==> config.mk <==
export PLATFORM = sky130hd
export DESIGN_NAME = mem_req_arbiter
export DESIGN_NICKNAME = d
export VERILOG_FILES = /design/src/rtl/mem_req_arbiter_pkg.sv /design/src/rtl/mem_tag_fifo.sv /design/src/rtl/mem_req_arbiter.sv
export SDC_FILE = /design/constraint.sdc
export NUM_CORES = 1
export LEC_CHECK = 0
export BUFFER_PORTS_ARGS = -buffer_cell sky130_fd_sc_hd__buf_4
export CAP_MARGIN = 5
export CORE_AREA = 3 3 117 119
export DETAILED_ROUTE_END_ITERATION = 8
export DIE_AREA = 0 0 120 122
export PLACE_DENSITY_LB_ADDON = 0.25
export SLEW_MARGIN = 20
export SYNTH_ARGS = -nofsm -noshare
export SYNTH_HDL_FRONTEND = slang
export SYNTH_SLANG_ARGS = --single-unit
==> constraint.sdc <==
create_clock -name clk -period 2.2 [get_ports clk]
set_input_delay 0.33 -clock clk [delete_from_list [all_inputs] [get_ports clk]]
set_output_delay 0.33 -clock clk [all_outputs]
set_load 0.05 [all_outputs]
==> src/rtl/mem_req_arbiter_pkg.sv <==
// Shared types and constants for the two-client memory request arbiter.
// Client ids double as the tags stored in the read-owner FIFO.
package mem_req_arbiter_pkg;

  localparam int CPU_ADDR_BITS = 32;
  localparam int BE_W          = 4;

  typedef enum logic {
    CLIENT_IFETCH = 1'b0,
    CLIENT_DATA   = 1'b1
  } client_e;

endpackage

==> src/rtl/mem_tag_fifo.sv <==
// Small synchronous FIFO with wrapping pointers and an occupancy count.
// Head is read combinationally; push and pop may occur together.
module mem_tag_fifo #(
  parameter int W     = 1,
  parameter int DEPTH = 2,
  localparam int AW   = (DEPTH > 1) ? $clog2(DEPTH) : 1,
  localparam int CW   = $clog2(DEPTH + 1)
) (
  input  logic          clk,
  input  logic          reset,
  input  logic          push,
  input  logic          pop,
  input  logic [W-1:0]  din,
  output logic [W-1:0]  head,
  output logic          empty,
  output logic          full,
  output logic [CW-1:0] count
);

  logic [W-1:0]  mem [DEPTH];
  logic [AW-1:0] wr_ptr;
  logic [AW-1:0] rd_ptr;

  function automatic logic [AW-1:0] nxt(input logic [AW-1:0] p);
    return (p == AW'(DEPTH - 1)) ? '0 : p + 1'b1;
  endfunction

  assign head  = mem[rd_ptr];
  assign empty = (count == '0);
  assign full  = (count == CW'(DEPTH));

  // tag storage, contents are don't-care until written
  always_ff @(posedge clk) begin
    if (push) mem[wr_ptr] <= din;
  end

  // pointers and occupancy
  always_ff @(posedge clk or negedge reset) begin
    if (!reset) begin
      wr_ptr <= '0;
      rd_ptr <= '0;
      count  <= '0;
    end else begin
      if (push) wr_ptr <= nxt(wr_ptr);
      if (pop)  rd_ptr <= nxt(rd_ptr);
      unique case ({push, pop})
        2'b10:   count <= count + 1'b1;
        2'b01:   count <= count - 1'b1;
        default: count <= count;
      endcase
    end
  end

endmodule

==> src/rtl/mem_req_arbiter.sv <==
// Round-robin merge of fetch and data requests onto one memory port.
// Read owners are tracked in order so responses route back with no delay.
module mem_req_arbiter
  import mem_req_arbiter_pkg::*;
#(
  parameter int CPU_WIDTH       = 32,
  parameter int WORD_ADDR_BITS  = CPU_ADDR_BITS - $clog2(BE_W),
  parameter int MAX_OUTSTANDING = 2
) (
  input  logic                      clk,
  input  logic                      reset,
  input  logic                      c0_req_val,
  output logic                      c0_req_rdy,
  input  logic [WORD_ADDR_BITS-1:0] c0_req_addr,
  input  logic [CPU_WIDTH-1:0]      c0_req_data,
  input  logic [BE_W-1:0]           c0_req_write,
  output logic                      c0_resp_val,
  output logic [CPU_WIDTH-1:0]      c0_resp_data,
  input  logic                      c1_req_val,
  output logic                      c1_req_rdy,
  input  logic [WORD_ADDR_BITS-1:0] c1_req_addr,
  input  logic [CPU_WIDTH-1:0]      c1_req_data,
  input  logic [BE_W-1:0]           c1_req_write,
  output logic                      c1_resp_val,
  output logic [CPU_WIDTH-1:0]      c1_resp_data,
  output logic                      mem_req_val,
  input  logic                      mem_req_rdy,
  output logic [WORD_ADDR_BITS-1:0] mem_req_addr,
  output logic [CPU_WIDTH-1:0]      mem_req_data,
  output logic [BE_W-1:0]           mem_req_write,
  input  logic                      mem_resp_val,
  input  logic [CPU_WIDTH-1:0]      mem_resp_data,
  output logic                      err_orphan_resp
);

  localparam int CW = $clog2(MAX_OUTSTANDING + 1);

  client_e       last_grant;
  client_e       gnt_id;
  logic          gnt1;
  logic          can_issue;
  logic          fire;
  logic          push;
  logic          pop;
  logic [0:0]    tag_head;
  logic          tag_empty;
  logic          tag_full;
  logic [CW-1:0] tag_cnt;

  mem_tag_fifo #(
    .W     (1),
    .DEPTH (MAX_OUTSTANDING)
  ) u_tags (
    .clk   (clk),
    .reset (reset),
    .push  (push),
    .pop   (pop),
    .din   (1'(gnt_id)),
    .head  (tag_head),
    .empty (tag_empty),
    .full  (tag_full),
    .count (tag_cnt)
  );

  // grant and request routing
  always_comb begin
    gnt1      = c1_req_val &&
                (!c0_req_val || last_grant == CLIENT_IFETCH);
    gnt_id    = gnt1 ? CLIENT_DATA : CLIENT_IFETCH;
    pop       = mem_resp_val && !tag_empty;
    can_issue = !tag_full || pop;

    mem_req_val   = reset && (c0_req_val || c1_req_val) && can_issue;
    mem_req_addr  = gnt1 ? c1_req_addr  : c0_req_addr;
    mem_req_data  = gnt1 ? c1_req_data  : c0_req_data;
    mem_req_write = gnt1 ? c1_req_write : c0_req_write;

    fire       = mem_req_val && mem_req_rdy;
    push       = fire && (mem_req_write == '0);
    c0_req_rdy = fire && !gnt1;
    c1_req_rdy = fire && gnt1;
  end

  // response routing by head tag
  always_comb begin
    c0_resp_val  = reset && pop && (tag_head == CLIENT_IFETCH);
    c1_resp_val  = reset && pop && (tag_head == CLIENT_DATA);
    c0_resp_data = mem_resp_data;
    c1_resp_data = mem_resp_data;
  end

  // round-robin pointer moves only on an accepted request
  always_ff @(posedge clk or negedge reset) begin
    if (!reset)    last_grant <= CLIENT_DATA;
    else if (fire) last_grant <= gnt_id;
  end

  // sticky flag for a response with nothing outstanding
  always_ff @(posedge clk or negedge reset) begin
    if (!reset) err_orphan_resp <= 1'b0;
    else if (mem_resp_val && tag_cnt == '0) err_orphan_resp <= 1'b1;
  end

endmodule

==> implementation parameters, run 1 <==
Parameter                              Value

Clock network
  CTS tree    done
  Worst-Skew Late Latency    0.23 ns
  Cell at the root of the clock tree    clkbuf_16
  Deepest level of the CTS H-tree    1
  Number of buffers added by the clock tree synthesis step    3
  CTS max path bufs    2
  Clk sink count    8
  Clock transition at the registers of the reported paths    0.04 ns

Yosys
  Sequential fraction of the synthesis area    12.7%
  #FFs+latches synth    8
  Syn Nets    346
  Netlist area before placement    0.00167 mm²
  Cells after synthesis    175
  Count of distinct cell types in the synthesized netlist    23
  Number of warnings reported in the yosys synthesis log    0
  Average size of a mapped cell    9.54 µm²

Worst setup path
  Crit-path slowest cell    mux2_2
  Critical R2R Capture    u_tags.count[1]
  Critical Path RT    1.87 ns
  Launch point of the critical path    last_grant
  Reg2reg setup slack    0.14 ns
  Data arrival time at the worst-slack endpoint    1.74 ns
  Kind of end point of the critical path    output port
  Crit. path cell count    4
  Crit-path max cell delay    0.39 ns
  Number of buffers and inverters on the critical path    2
  Largest fanout on the critical path    41
  Category of the most critical setup path    register to output port
  Startpoint of the lowest-slack register-to-register path    last_grant
  Crit path launch type    register
  Last element of the critical path    mem_req_addr[28]
  Cell family with most CP delay    buffers and inverters
  Worst reg-to-reg path cell count    7
  Crit-path cells    a21boi_4, buf_8, mux2_2, buf_4

STA
  Number of slew-limit violations in the final report    0
  Transition time of the tightest slew-check pin    0.403 ns
  Ratio of final minimum period to clock period    93.9%
  Relative slew slack    73.1%
  Clock Skew    0.00322 ns
  Highest clock rate    484 MHz
  Number of setup violations in the final report    0
  Final Hold Violating Endpoints    0
  Setup TNS after final layout    0 ns
  RSZ-0062 raised after global routing    no
  Time the final worst path needs with I/O delays and setup    2.07 ns

Die
  Die area    0.0146 mm²
  Die Width    120 µm
  Vertical die dimension    122 µm
  Standard-cell row count    41
  IO Pins    306
  Floorplan Core Area    0.0127 mm²
  Initial core utilization    13.2%

Placed design
  Global placer's final weighted congestion    0.705
  Total of buffers placed on input and output ports    209
  Post-DP HPWL    6.12 mm

Run status
  Result of the run    finished, final reports clean

Global route
  GRT Util Overall    8.23%
  Vias in the first global route    1,847
  Antenna violations before repair    0
  Global-route wire length before repair    9.64 mm
  Pin count of the biggest net entering global routing    42
  Total congestion overflow    0

Drt
  DRC viols    0
  Wire length after detailed routing    6.81 mm
  Total number of vias    1,734
  TritonRoute pass-1 iters    4
  Post-DR vias/cell    3.52
  Number of nets with antenna violations after detailed routing    0
  Routed wirelength normalized by instance count    13.8 µm
  Violation count after the first detailed-routing iteration    52

Cells and area
  Antenna cells    0
  Layout area overhead    84.0%
  Count of filler cells inserted in the layout    1,415
  Nets    493
  Share of cells above drive strength 1    89.4%

Job
  MaxCap Viol Count    0

Power and ir drop
  Lkg Pwr    1.51 nW
  Power density cells    629 mW/mm²
  Maximum ir drop on the vdd rail    0.268 mV
  Total Power Consumption    1.93 mW

Hold path
  Hold crit path type    input pin to async pin
-- synthesized netlist by cell type --
cell      number  share of area [%]
nor2_1         7                1.6
dfrtp_1        5                7.5
nor3_1         1               0.30
a211o_1        2                1.0
mux2_2        66                 44
or4_1          1               0.45
nand2_1        2               0.45
dfstp_2        1                1.6
xor2_1         2                1.0
inv_1          2               0.45
ha_1           1               0.75
a21o_1         2               0.90
xnor2_2        1               0.97
xnor2_1        2                1.0
a21oi_1        1               0.30
a21boi_2       1               0.67
o21ai_0        1               0.30
nor2b_1        1               0.37
edfxtp_1       2                3.6
buf_2          7                2.1
and3_1         2               0.75
buf_4         64                 29
mux2i_1        1               0.60
-- sequential cells by signal, summed over array words and instances (netlist names) --
name and flops:
err_orphan_resp 1, last_grant 1, u_tags.count 2, u_tags.mem 2
u_tags.rd_ptr 1, u_tags.wr_ptr 1
-- report_power, final --
| group | total, mW | internal (mW) | switching [mW] |
|---|---|---|---|
| sequential | 0.257 | 0.204 | 0.0534 |
| combinational | 1.36 | 0.566 | 0.793 |
| clock | 0.316 | 0.242 | 0.0746 |
| total | 1.93 | 1.01 | 0.921 |
-- worst min-delay path by stage --
| stage | to | slack (ns) |
|---|---|---|
| after floorplan | err_orphan_resp | 0.03 |
| after global placement | u_tags.rd_ptr | 0.27 |
| after detailed placement | u_tags.wr_ptr | 0.27 |
| after CTS | u_tags.wr_ptr | 0.02 |
| after global routing | u_tags.wr_ptr | 0.02 |
| final | u_tags.wr_ptr | 0.01 |
-- routing by layer --
metal	vias up	wire length, µm	GRT usage (%)
met2	86	3650	14.1
met3	15	556	2.97
met1	799	2470	9.67
met5	-	0	0
li1	834	-	-
met4	0	132	2.36
-- cells by family after synthesis --
family          count (synthesis)  share of synthesized area, %
fa+ha+maj                       1                         0.749
mux                            67                          45.1
simple gates                   14                          3.90
compound gates                  7                          3.22
xor+xnor                        5                          3.07
buf+inv                        73                          31.3
flops                           8                          12.7
-- final cells by class --
type / instances / area (µm²) / area share (%)
Clock buffer: 4 / 78.8 / 2.57
Inverter: 2 / 7.51 / 0.244
Multi-Input combinational cell: 94 / 950 / 30.9
Sequential cell: 8 / 211 / 6.88
Tap cell: 172 / 215 / 7.00
Timing Repair Buffer: 213 / 1610 / 52.4
-- repair_timing --
action	CTS	global route
cloned	0	0
endpoints found under the setup margin	56	1
hold buffers	0	0
gates resized for setup	1	4
setup buffers	0	0
-- layout by cell type, fill, tap and decap left out, types with 2 or more instances in the layout --
cell type	count
edfxtp_1	2
and3_1	2
nor2_1	6
xor2_1	2
clkbuf_16	3
xnor2_1	2
a21o_1	2
inv_1	2
buf_4	211
dfrtp_1	5
mux2_2	66
nand2_1	2
a211o_1	2
-- stage by stage --
step / hold WS [ns] / util, % / instance area (µm²) / std cells / setup WS, ns
after floorplan: 0.0344 / - / 1670 / 175 / 0.131
after global placement: 0.269 / 23.6 / 2990 / 490 / 0.163
after detailed placement: 0.266 / 23.6 / 2990 / 490 / 0.135
after CTS: 0.0224 / 24.2 / 3060 / 493 / 0.0718
after global routing: 0.0223 / 24.3 / 3070 / 493 / 0.00631
final: 0.00958 / 24.3 / 3070 / 493 / 0.133
(Power assumes the default switching activity.)
==> run 2, diff against run 1 <==
--- a/config.mk
+++ b/config.mk
@@ -10,7 +10,6 @@
 export CORE_AREA = 3 3 117 119
 export DETAILED_ROUTE_END_ITERATION = 8
 export DIE_AREA = 0 0 120 122
-export PLACE_DENSITY_LB_ADDON = 0.25
 export SLEW_MARGIN = 20
 export SYNTH_ARGS = -nofsm -noshare
 export SYNTH_HDL_FRONTEND = slang
==> run 2 against run 1 <==
Critical path depth did not move. Power rose by 0.27%. Critical endpoint is now mem_req_data[26]. Sequential cell count did not move. Core utilization rose by 0.059 points. Clock power fell by 2%. Count of clock-buffer cells in the layout did not move.
==> implementation parameters, run 2 (synthesis results as in run 1) <==
Parameter                              Value

Power and ir drop
  Lkg Pwr    1.52 nW
  Maximum ir drop on the vdd rail    0.353 mV
  Clock power share    16.0%
  Total Power Consumption    1.94 mW
  Combinational share of power    70.6%
  Switch share    47.7%
  Share of power burned in registers    13.4%
  Internal power    1.01 mW
  Net switching power of the design    0.924 mW
  Power density cells    629 mW/mm²

STA
  Clock Skew    0.00166 ns
  Ratio of final minimum period to clock period    94.8%
  Time the final worst path needs with I/O delays and setup    2.09 ns
  Highest clock rate    479 MHz
  Number of setup violations in the final report    0
  Number of slew-limit violations in the final report    0
  Final Hold Violating Endpoints    0
  Relative slew slack    75.2%
  RSZ-0062 raised after global routing    no
  Setup TNS after final layout    0 ns
  Transition time of the tightest slew-check pin    0.372 ns

Drt
  Wire length after detailed routing    7.72 mm
  Routed wirelength normalized by instance count    15.7 µm
  WL met1    2.43 mm
  Amount of wire on met2 after detailed routing    4.34 mm
  DRC viols    0
  Violation count after the first detailed-routing iteration    38
  Post-DR vias/cell    3.63
  TritonRoute pass-1 iters    3
  Total number of vias    1,789
  Topmost layer with routed signal wires    met4
  Number of nets with antenna violations after detailed routing    0
  Met3 Routed Length    771 µm

Job
  MaxCap Viol Count    0

Worst setup path
  Cell family with most CP delay    buffers and inverters
  Critical Path RT    1.87 ns
  Reg2reg setup slack    0.16 ns
  Crit path launch type    register
  Crit-path slowest cell    mux2_2
  Data arrival time at the worst-slack endpoint    1.76 ns
  Startpoint of the lowest-slack register-to-register path    last_grant
  Largest fanout on the critical path    35
  Number of buffers and inverters on the critical path    2
  Kind of end point of the critical path    output port
  Category of the most critical setup path    register to output port
  Crit-path cells    a21boi_4, buf_6, mux2_2, buf_4
  Crit-path max cell delay    0.38 ns
  Launch point of the critical path    last_grant

Clock network
  Number of buffers added by the clock tree synthesis step    3
  CTS tree    done
  Cell at the root of the clock tree    clkbuf_16
  Deepest level of the CTS H-tree    1
  Clock transition at the registers of the reported paths    0.04 ns
  Worst-Skew Late Latency    0.23 ns
  Clk sink count    8
  Total setup buffers inserted after CTS    0
  CTS max path bufs    2

Global route
  Total congestion overflow    0
  Antenna violations before repair    0
  Global-route wire length before repair    10.5 mm
  GRT Util Overall    9.25%
  Vias in the first global route    1,904
  Pin count of the biggest net entering global routing    71

Die
  Initial core utilization    13.2%
  Standard-cell row count    41
  Floorplan Core Area    0.0127 mm²
  IO Pins    306
  Vertical die dimension    122 µm
  Die area    0.0146 mm²
  Die Width    120 µm

Run status
  Result of the run    finished, final reports clean

Cells and area
  Nets    493
  Sequential cell area    211 µm²
  Commonest cells after routing, fill and taps aside    211 x buf_4, 66 x mux2_2, 7 x nor2_1
  Count of filler cells inserted in the layout    1,367
  Antenna cells    0
  Commonest non-fill, non-tap cell in the layout    buf_4
  Share of cells above drive strength 1    89.1%
  Design Area, Final    0.00308 mm²
  Layout area overhead    84.4%
  Total area of multi-input combinational cells    947 µm²
  Largest registers ranked by flip-flop count    u_tags.count x2, u_tags.mem x2

Placed design
  Placement Cell Area    0.00299 mm²
  Post-DP HPWL    6.78 mm
  Global placer's final weighted congestion    0.723
  Total of buffers placed on input and output ports    209

Hold path
  Hold crit path type    input pin to async pin
==> run 2: changes by cell type in the layout (fill, tap and decap cells not counted) <==
cell / before / now
clkbuf_16: 3 / 4
nor2_1: 6 / 7
nor2_2: 1 / 0
buf_8: 1 / 0
==> run 2: per-layer routing <==
metal  track usage, %  vias to the layer above
li1                 -                      828
met3             2.51                       25
met5                0                        -
met2             18.9                      123
met4             3.01                        0
met1             8.81                      813
==> run 2: final cells by class <==
class / count / share of cell area, %
multi-input cells: 94 / 30.7
flip-flops and latches: 8 / 6.86
repair buffers: 213 / 52.6
clock buffers: 4 / 2.56
inverters: 2 / 0.244
well taps: 172 / 6.99
==> run 2: final timing paths <==
kind / end / cells after the start
max in group asynchronous: last_grant / 2
min reg2reg: err_orphan_resp / 1
max reg2reg: u_tags.count[1] / 6
min in group clk: err_orphan_resp / 2
min: u_tags.count[0] / 2
max: mem_req_data[26] / 4
==> run 2: worst reg2reg max path: cells and delay by family, from the launching register on <==
kind,cells,cell delay (ns)
xor gates and xnor gates,1,0.15
DFF,1,0.55
and+or+nand+nor,2,0.53
AOI/OAI and AO/OA,2,0.40
adders and majority gates,1,0.33
==> run 2: what timing repair did <==
item / CTS / global route
hold buffers: 0 / 0
hold endpoints to repair: 0 / 0
setup endpoints to repair: 0 / 3
gates resized for setup: 0 / 1
==> run 2: through the flow <==
step	worst slack, ns	std cells	util (%)	hold WS (ns)
floorplan	0.131	175	-	0.0344
global placement	0.125	488	23.6	0.296
detailed placement	0.0824	488	23.6	0.292
CTS	0.0392	492	24.2	0.0509
global route	0.0297	493	24.3	0.0492
finish	0.114	493	24.3	0.0320
==> run 2: power by group through the flow <==
stage | registers (mW) | logic, mW | clock network, mW
after floorplan | 0.247 | 1.21 | 0
after global routing | 0.266 | 1.43 | 0.328
final | 0.259 | 1.37 | 0.310
after global placement | 0.259 | 1.36 | 0
after detailed placement | 0.260 | 1.37 | 0
after CTS | 0.259 | 1.38 | 0.315
==> run 3, diff against run 2 <==
--- a/config.mk
+++ b/config.mk
@@ -7,9 +7,9 @@
 export LEC_CHECK = 0
 export BUFFER_PORTS_ARGS = -buffer_cell sky130_fd_sc_hd__buf_4
 export CAP_MARGIN = 5
-export CORE_AREA = 3 3 117 119
+export CORE_AREA = 2 2 119 121
 export DETAILED_ROUTE_END_ITERATION = 8
-export DIE_AREA = 0 0 120 122
+export DIE_AREA = 0 0 121 123
 export SLEW_MARGIN = 20
 export SYNTH_ARGS = -nofsm -noshare
 export SYNTH_HDL_FRONTEND = slang
==> run 3 against run 2 <==
Count of clock-buffer cells in the layout unchanged. Clock power is essentially flat. Fmax fell by 0.99%. Critical path depth is 2 higher. Sequential power shrank 2%. Die area grew 1.7%. Via count decreased by 2.9%. Final cell count grew 1.8%. Core utilization down 1.5 points. Clock skew shrank 0.00070 ns.
==> implementation parameters, run 3 (synthesis results as in run 1) <==
Parameter                              Value

Worst setup path
  Largest fanout on the critical path    4
  Data arrival time at the worst-slack endpoint    2.26 ns
  Kind of end point of the critical path    register
  Category of the most critical setup path    register to register
  Launch point of the critical path    last_grant
  Startpoint of the lowest-slack register-to-register path    last_grant
  Critical R2R Capture    u_tags.count[1]
  Critical Path RT    2.35 ns
  Worst reg-to-reg path cell count    6
  Reg2reg setup slack    0.09 ns
  Crit path launch type    register

Global route
  Total congestion overflow    0
  Vias in the first global route    1,786
  Antenna violations before repair    0
  Global-route wire length before repair    9.15 mm
  Pin count of the biggest net entering global routing    39
  GRT Util Overall    7.71%

Die
  Initial core utilization    12.3%
  IO Pins    306
  Die Width    121 µm
  Standard-cell row count    43
  Floorplan Core Area    0.0136 mm²
  Vertical die dimension    123 µm
  Die area    0.0149 mm²

STA
  Relative slew slack    78.6%
  Transition time of the tightest slew-check pin    0.317 ns
  Worst path setup slack after routing    0.0931 ns
  Clock Skew    0.000964 ns
  Number of setup violations in the final report    0
  Time the final worst path needs with I/O delays and setup    2.11 ns
  Ratio of final minimum period to clock period    95.8%
  Min Hold Slack    0.0177 ns
  Highest clock rate    475 MHz
  Number of slew-limit violations in the final report    0
  Final Hold Violating Endpoints    0

Power and ir drop
  Lkg Pwr    1.52 nW
  Switch share    47.3%
  Power density cells    620 mW/mm²
  Clock power share    16.1%
  Share of power burned in registers    13.2%
  Combinational share of power    70.6%
  Maximum ir drop on the vdd rail    0.247 mV
  Net switching power of the design    0.910 mW
  Internal power    1.01 mW

Clock network
  Deepest level of the CTS H-tree    1
  CTS tree    done
  Number of buffers added by the clock tree synthesis step    3
  Clk sink count    8
  CTS Hold Buffers Added    0
  Clock transition at the registers of the reported paths    0.04 ns
  Worst-Skew Late Latency    0.23 ns
  CTS max path bufs    2
  Cell at the root of the clock tree    clkbuf_16

Cells and area
  Filler-free cell count of the finished design    502
  Nets    494
  Largest registers ranked by flip-flop count    u_tags.count x2, u_tags.mem x2
  Share of cells above drive strength 1    89.4%
  Layout area overhead    85.7%
  Antenna cells    0
  Commonest cells after routing, fill and taps aside    212 x buf_4, 66 x mux2_2, 7 x nor2_1
  Final core area utilization    22.8%
  Commonest non-fill, non-tap cell in the layout    buf_4

Drt
  WL met1    2.37 mm
  Routed wirelength normalized by instance count    13.1 µm
  Post-DR vias/cell    3.46
  Number of nets with antenna violations after detailed routing    0
  Met3 Routed Length    531 µm
  Total number of vias    1,738
  DRC viols    0
  TritonRoute pass-1 iters    4
  Wire length after detailed routing    6.58 mm
  Amount of wire on met2 after detailed routing    3.59 mm
  Violation count after the first detailed-routing iteration    37
  Topmost layer with routed signal wires    met4

Placed design
  Global placer's final weighted congestion    0.763
  Post-DP HPWL    5.89 mm
  Total of buffers placed on input and output ports    209
  Post-placement worst setup slack    0.0554 ns
  # placed instances    496

Job
  MaxCap Viol Count    0

Run status
  Result of the run    finished, final reports clean

Hold path
  Hold crit path type    input pin to async pin
-- run 3: changes by cell type in the layout (fill, tap and decap cells not counted), sizes merged --
cell,before,now
buf,212,214
clkbuf,5,4
-- run 3: final cells by class --
cell class	instances	area, µm²
tap	180	225
multi-input combinational	94	956
timing repair buffer	214	1620
sequential	8	211
clock buffer	4	78.8
inverter	2	7.51
fill	1491	10500
-- run 3: worst max-delay path: stages, from the launching register on --
cell and delay [ns]:
dfstp_2 0.54, a21boi_4 0.08, or4_1 0.42, a211o_4 0.36, ha_1 0.32, nor2_1 0.14
xor2_1 0.16
-- run 3: worst max path at each step --
stage,endpoint,slack (ns),cells after the start
2_1_floorplan,u_tags.count[1],0.13,6
3_3_place_gp,u_tags.count[1],0.09,6
3_5_place_dp,u_tags.count[1],0.06,6
4_1_cts,mem_req_addr[24],0.03,4
5_1_grt,u_tags.count[1],-0.002,7
6_report,u_tags.count[1],0.09,6
-- run 3: per-layer routing --
metal / vias up / GRT usage (%)
li1: 832 / -
met1: 793 / 8.60
met2: 97 / 14.3
met3: 16 / 2.44
met4: 0 / 1.67
met5: - / 0
-- run 3: timing repair --
item,4_1_cts,5_1_grt
buffers inserted,0,2
endpoints found under the setup margin,0,29
gates resized for setup,0,2
-- run 3: power groups by stage --
stage / combinational [mW] / sequential (mW) / clock, mW
after floorplan: 1.21 / 0.247 / 0
after global placement: 1.35 / 0.254 / 0
after detailed placement: 1.36 / 0.256 / 0
after CTS: 1.37 / 0.254 / 0.319
after global routing: 1.42 / 0.261 / 0.333
final: 1.36 / 0.255 / 0.310
-- run 3: through the flow --
| stage | TNS [ns] | power [mW] | cell area [µm²] |
|---|---|---|---|
| CTS | 0 | 1.94 | 3070 |
| global route | -0.00240 | 2.02 | 3100 |
| finish | 0 | 1.92 | 3100 |
| floorplan | 0 | 1.46 | 1670 |
| global placement | 0 | 1.61 | 3000 |
| detailed placement | 0 | 1.62 | 3000 |
